$ cat config.mk
export PLATFORM = sky130hd
export DESIGN_NAME = sram_spi_byte_ctrl
export DESIGN_NICKNAME = d
export VERILOG_FILES = /design/src/rtl/sram_spi_byte_ctrl.sv
export SDC_FILE = /design/constraint.sdc
export NUM_CORES = 1
export LEC_CHECK = 0
export CAP_MARGIN = 5
export CORE_MARGIN = 3
export CORE_UTILIZATION = 54
export DETAILED_ROUTE_END_ITERATION = 12
export GPL_ROUTABILITY_DRIVEN = 0
export PLACE_DENSITY_LB_ADDON = 0.25
export SKIP_CTS_REPAIR_TIMING = 1
export SLEW_MARGIN = 20
export SYNTH_ARGS = -nofsm -noshare
export SYNTH_HDL_FRONTEND = slang
export SYNTH_SLANG_ARGS = --single-unit
$ cat constraint.sdc
create_clock -name clk -period 2.88 [get_ports clk]
set_input_delay 0.576 -clock clk [delete_from_list [all_inputs] [get_ports clk]]
set_output_delay 0.576 -clock clk [all_outputs]
set_load 0.005 [all_outputs]
$ cat src/rtl/sram_spi_byte_ctrl.sv
// Single-byte READ/WRITE command controller for a 23A1024 serial SRAM.
// Takes one valid/ready request, shifts out a 40-bit SPI mode-0 frame
// (instruction, 24-bit address, data byte) and returns the read byte on a
// one-cycle response strobe. SCK half-period is CLK_DIV system clocks.
module sram_spi_byte_ctrl #(
   parameter int CLK_DIV = 2
) (
   input  logic        clk,
   input  logic        rst,
   input  logic        req_valid,
   output logic        req_ready,
   input  logic        req_we,
   input  logic [16:0] req_addr,
   input  logic [7:0]  req_wdata,
   output logic        rsp_valid,
   output logic [7:0]  rsp_rdata,
   output logic        busy,
   output logic        sck,
   output logic        cs,
   output logic        mosi,
   input  logic        miso,
   output logic        HOLD_ENABLE
);

   localparam int              CW          = $clog2(2 * CLK_DIV) + 1;
   localparam logic [CW-1:0]   L_ONE       = CW'(1);
   localparam logic [CW-1:0]   L_HALF_END  = CW'(CLK_DIV - 1);
   localparam logic [CW-1:0]   L_DESEL_END = CW'(2 * CLK_DIV - 1);
   localparam logic [5:0]      L_LAST_BIT  = 6'd39;

   typedef enum logic [2:0] {
      S_IDLE,
      S_CS_SETUP,
      S_SHIFT,
      S_CS_HOLD,
      S_DESELECT
   } state_t;

   state_t         r_state;
   logic [CW-1:0]  r_cnt;
   logic [5:0]     r_bit;
   logic           r_we;
   logic           r_ready;
   logic           r_busy;
   logic           r_sck;
   logic           r_cs;
   logic           r_mosi;
   logic           r_rsp_valid;
   logic [7:0]     r_rdata;
   // Bits 38..0 of the frame; bit 39 goes straight to mosi on accept.
   logic [38:0]    r_frame;
   logic [7:0]     r_rx;

   logic           w_accept;
   logic           w_half_done;
   logic           w_sck_rise;
   logic           w_sck_fall;
   logic [39:0]    w_frame;

   assign w_accept    = (r_state == S_IDLE) && r_ready && req_valid;
   assign w_half_done = (r_cnt == L_HALF_END);
   // miso is sampled on every edge that takes sck low->high, including the
   // first one leaving CS_SETUP.
   assign w_sck_rise  = w_half_done &&
                        ((r_state == S_CS_SETUP) ||
                         ((r_state == S_SHIFT) && !r_sck && (r_bit != L_LAST_BIT)));
   assign w_sck_fall  = w_half_done && (r_state == S_SHIFT) && r_sck;
   assign w_frame     = {(req_we ? 8'h02 : 8'h03), 7'b0, req_addr,
                         (req_we ? req_wdata : 8'h00)};

   assign req_ready   = r_ready;
   assign busy        = r_busy;
   assign sck         = r_sck;
   assign cs          = r_cs;
   assign mosi        = r_mosi;
   assign rsp_valid   = r_rsp_valid;
   assign rsp_rdata   = r_rdata;
   assign HOLD_ENABLE = 1'b1;

   // Transaction sequencer: state, timing counters and all registered pin outputs.
   always_ff @(posedge clk or negedge rst) begin
      if (!rst) begin
         r_state     <= S_IDLE;
         r_cnt       <= '0;
         r_bit       <= '0;
         r_we        <= 1'b0;
         r_ready     <= 1'b0;
         r_busy      <= 1'b0;
         r_sck       <= 1'b0;
         r_cs        <= 1'b1;
         r_mosi      <= 1'b0;
         r_rsp_valid <= 1'b0;
         r_rdata     <= 8'h00;
      end else begin
         r_rsp_valid <= 1'b0;
         case (r_state)
            S_IDLE: begin
               r_ready <= 1'b1;
               if (w_accept) begin
                  r_we    <= req_we;
                  r_state <= S_CS_SETUP;
                  r_cs    <= 1'b0;
                  r_sck   <= 1'b0;
                  r_mosi  <= w_frame[39];
                  r_cnt   <= '0;
                  r_ready <= 1'b0;
                  r_busy  <= 1'b1;
               end
            end
            S_CS_SETUP: begin
               if (w_half_done) begin
                  r_state <= S_SHIFT;
                  r_sck   <= 1'b1;
                  r_cnt   <= '0;
                  r_bit   <= '0;
               end else begin
                  r_cnt <= r_cnt + L_ONE;
               end
            end
            S_SHIFT: begin
               if (w_half_done) begin
                  r_cnt <= '0;
                  if (r_sck) begin
                     // High phase over: drop sck and present the next bit.
                     r_sck  <= 1'b0;
                     r_mosi <= r_frame[38];
                  end else if (r_bit == L_LAST_BIT) begin
                     r_state <= S_CS_HOLD;
                  end else begin
                     r_sck <= 1'b1;
                     r_bit <= r_bit + 6'd1;
                  end
               end else begin
                  r_cnt <= r_cnt + L_ONE;
               end
            end
            S_CS_HOLD: begin
               if (w_half_done) begin
                  r_state     <= S_DESELECT;
                  r_cs        <= 1'b1;
                  r_mosi      <= 1'b0;
                  r_rsp_valid <= 1'b1;
                  r_cnt       <= '0;
                  if (!r_we) begin
                     r_rdata <= r_rx;
                  end
               end else begin
                  r_cnt <= r_cnt + L_ONE;
               end
            end
            S_DESELECT: begin
               if (r_cnt == L_DESEL_END) begin
                  r_state <= S_IDLE;
                  r_busy  <= 1'b0;
                  r_ready <= 1'b1;
               end else begin
                  r_cnt <= r_cnt + L_ONE;
               end
            end
            default: begin
               r_state <= S_IDLE;
            end
         endcase
      end
   end

   // Frame and receive shift registers; pure datapath, so no reset.
   always_ff @(posedge clk) begin
      if (w_accept) begin
         r_frame <= w_frame[38:0];
      end else if (w_sck_fall) begin
         r_frame <= {r_frame[37:0], 1'b0};
      end
      if (w_sck_rise) begin
         r_rx <= {r_rx[6:0], miso};
      end
   end

endmodule

==> impl_metrics.yaml <==
outcome:
  status: "finished clean"
global_route:
  antenna_found_initial: 0
  track_usage_pct: 19.05
  grt_pass1_vias: 1961
  grt-ovfl-total: 0
  grt_max_degree: 46
  grt_pass1_wl_um: 9342
floorplan:
  core_area_sq_mm: 0.005574
  die_w_um: 82.13
  die-area_sq_mm: 0.006745
  ios: 45
  die_y_um: 82.13
  start_util_pct: 56.14
  rows: 27
setup_path:
  critPathCapture: "r_frame[5]"
  worstPathArrival_ns: 2.13
  crit_type: "primary input to register"
  startpoint: "req_valid"
  cp-end-kind: "register"
  worstRegToRegCells: 4
  cp_max_fo: 23
  r2r-end: "r_frame[5]"
  required_ns: 2.90
  cp-start-kind: "primary input"
  r2r_start: "r_state[1]"
  reg2reg_slack_ns: 0.85
detailed_routing:
  num_vias: 2106
  drt-total-wl_um: 5692
  ant_nets: 0
  drt_iter0_drc: 182
  first_pass_iters: 4
  avgRoutedWirePerCell_um: 15.34
  vias_per_cell: 5.677
  drc: 0
power_and_ir_drop:
  leakage_nw: 1.557
  pwr-share-comb_pct: 2.5
  clkPwrFrac_pct: 41.3
  power.density_mw_per_mm2: 512.3
  switchingPower_w: 0.0003999
  irDropWorstVdd_mv: 0.3277
  internal_power_w: 0.001569
  p_sw_share_pct: 20.31
  seqPwrFrac_pct: 56.1
sta:
  rsz0062_at_grt: "false"
  setup_violations: 0
  fin_crit_sh_pct: 73.18
  clock.fmax_mhz: 474.5
  finalMaxSlewViolations: 0
  skew_ns: 0.007218
  tns_ns: 0
  hold_viol: 0
  period_minus_slack_ns: 2.108
  holdWs_ns: 0.4513
logic_synthesis:
  syn_area_per_cell_sq_um: 12.72
  syn-num-nets: 280
  synthCells: 246
  netlist.top_cell.by_area: "edfxtp_1"
  yosysWarningCount: 0
  synth_mux_area_share_pct: 4.798
  synth_top_area_share_pct: 38.38
  synth-adder-area-share_pct: 1.599
  synth.yosys.seq_area_share_pct: 64.49
  async_flop_share_pct: 36.49
  yosys-top-cells-count: "40 x edfxtp_1, 30 x nand2_1, 26 x dfrtp_1"
  synth.area.top_cells: "edfxtp_1 38%, dfrtp_1 21%, a22o_1 6.7%"
  synth_cell_type_count: 43
  synth_edf_count: 40
  synth_top_family_by_area: "compound AO/OA/AOI/OAI gates"
  synth-seq-cells: 74
  synthMostInstantiatedCell: "edfxtp_1"
  yosys.area_share.simple_pct: 11.32
  mappedNetlistArea_sq_mm: 0.003129
  synth_xor_area_share_pct: 0.2799
  synth-compound-area-share_pct: 13.95
  ys.flop_type: "edfxtp_1"
hold_path:
  min_path_type: "register to register"
  hold_path_depth: 2
  min-delay-start: "r_frame[27]"
clock_network:
  cts-root-buf: "clkbuf_8"
  clockBufferDepth: 2
  h-tree-depth: 3
  cts_tree: "done"
  clkTransAtPathRegs_ns: 0.08
  clk_latency_ns: 0.34
  cts.sink_count: 74
  cts_inserted_buffers: 9
layout:
  drive_gt1_share_pct: 9.030
  fin_util_pct: 68.93
  instances_no_fill: 371
  areaGrowthSynthToFinish_pct: 22.79
  num_antenna_cells: 0
  nets: 328
  fill_cells: 426
placement:
  port_buffers: 43
  dp_hpwl_um: 3862
  place_inst: 355
flow_run:
  drv_cap: 0
## cells by family after synthesis
family / count (synthesis)
other cells: 1
buf+inv: 21
xor+xnor: 1
flops: 74
simple gates: 70
fa+ha+maj: 4
mux: 14
compound gates: 61
## power groups by stage
stage                     Clock (W)  Combinational [W]  Sequential (W)
final                      0.000814          0.0000497         0.00111
after global placement            0          0.0000501         0.00113
after global routing       0.000881          0.0000540         0.00111
after floorplan                   0         0.00000130         0.00113
after detailed placement          0          0.0000507         0.00113
after CTS                  0.000826          0.0000506         0.00111
## cells in the final DEF (no fill, tap or decap), types with 7 or more instances in the layout
cell | synthesis | final
clkdlybuf4s50_1 | 0 | 43
edfxtp_1 | 40 | 40
nand2_1 | 30 | 30
dfrtp_1 | 26 | 26
a22o_1 | 24 | 24
clkbuf_8 | 0 | 10
buf_4 | 6 | 9
o21ai_1 | 8 | 8
mux2_1 | 8 | 8
and2_1 | 7 | 7
nand2b_1 | 7 | 7
o21ai_0 | 7 | 7
dfxtp_1 | 7 | 7
## registers in the layout (all words and copies together), names as in the netlist
signal / count
mosi: 1
cs: 1
r_we: 1
r_bit: 6
r_frame: 39
busy: 1
req_ready: 1
rsp_valid: 1
r_state: 3
rsp_rdata: 8
r_cnt: 3
r_rx: 8
sck: 1
## through the flow
| stage | power, W | setup WS [ns] | cell area (sq um) |
|---|---|---|---|
| after floorplan | 0.001130 | 0.2716 | 3129 |
| after global placement | 0.001178 | 0.4979 | 3637 |
| after detailed placement | 0.001179 | 0.4165 | 3637 |
| after CTS | 0.001982 | 0.7769 | 3842 |
| after global routing | 0.002040 | 0.6805 | 3842 |
| final | 0.001969 | 0.7724 | 3842 |
## worst max-delay path, stage by stage
cell and delay (ns):
clkdlybuf4s50_1 0.50, nand3b_1 0.22, or3_1 0.41, nand2b_1 0.12
buf_4 0.30
## how the worst min path moves through the flow
| stage | endpoint | slack [ns] |
|---|---|---|
| after global routing | r_rx[3] | 0.47 |
| after detailed placement | r_rx[1] | 0.43 |
| after floorplan | busy | 0.28 |
| after global placement | r_rx[2] | 0.43 |
| after CTS | r_frame[28] | 0.45 |
| final | r_frame[28] | 0.45 |
## metal layers
metal / global-route usage [%] / vias up / wire [um]
li1: - / 1001 / -
met1: 26.60 / 1041 / 2651
met2: 28.51 / 58 / 2685
met3: 5.748 / 6 / 289
met4: 6.478 / 0 / 66
met5: 0 / - / 0
## layout make-up
class / instances / area (sq um) / area share (%)
multi-input cells: 151 / 1008 / 26.25
flip-flops and latches: 74 / 2018 / 52.52
clock buffers: 11 / 141.4 / 3.680
repair buffers: 52 / 498.0 / 12.96
inverters: 6 / 22.52 / 0.5861
well taps: 72 / 90.09 / 2.345
clock inverters: 5 / 63.81 / 1.661
(Power assumes the default switching activity.)
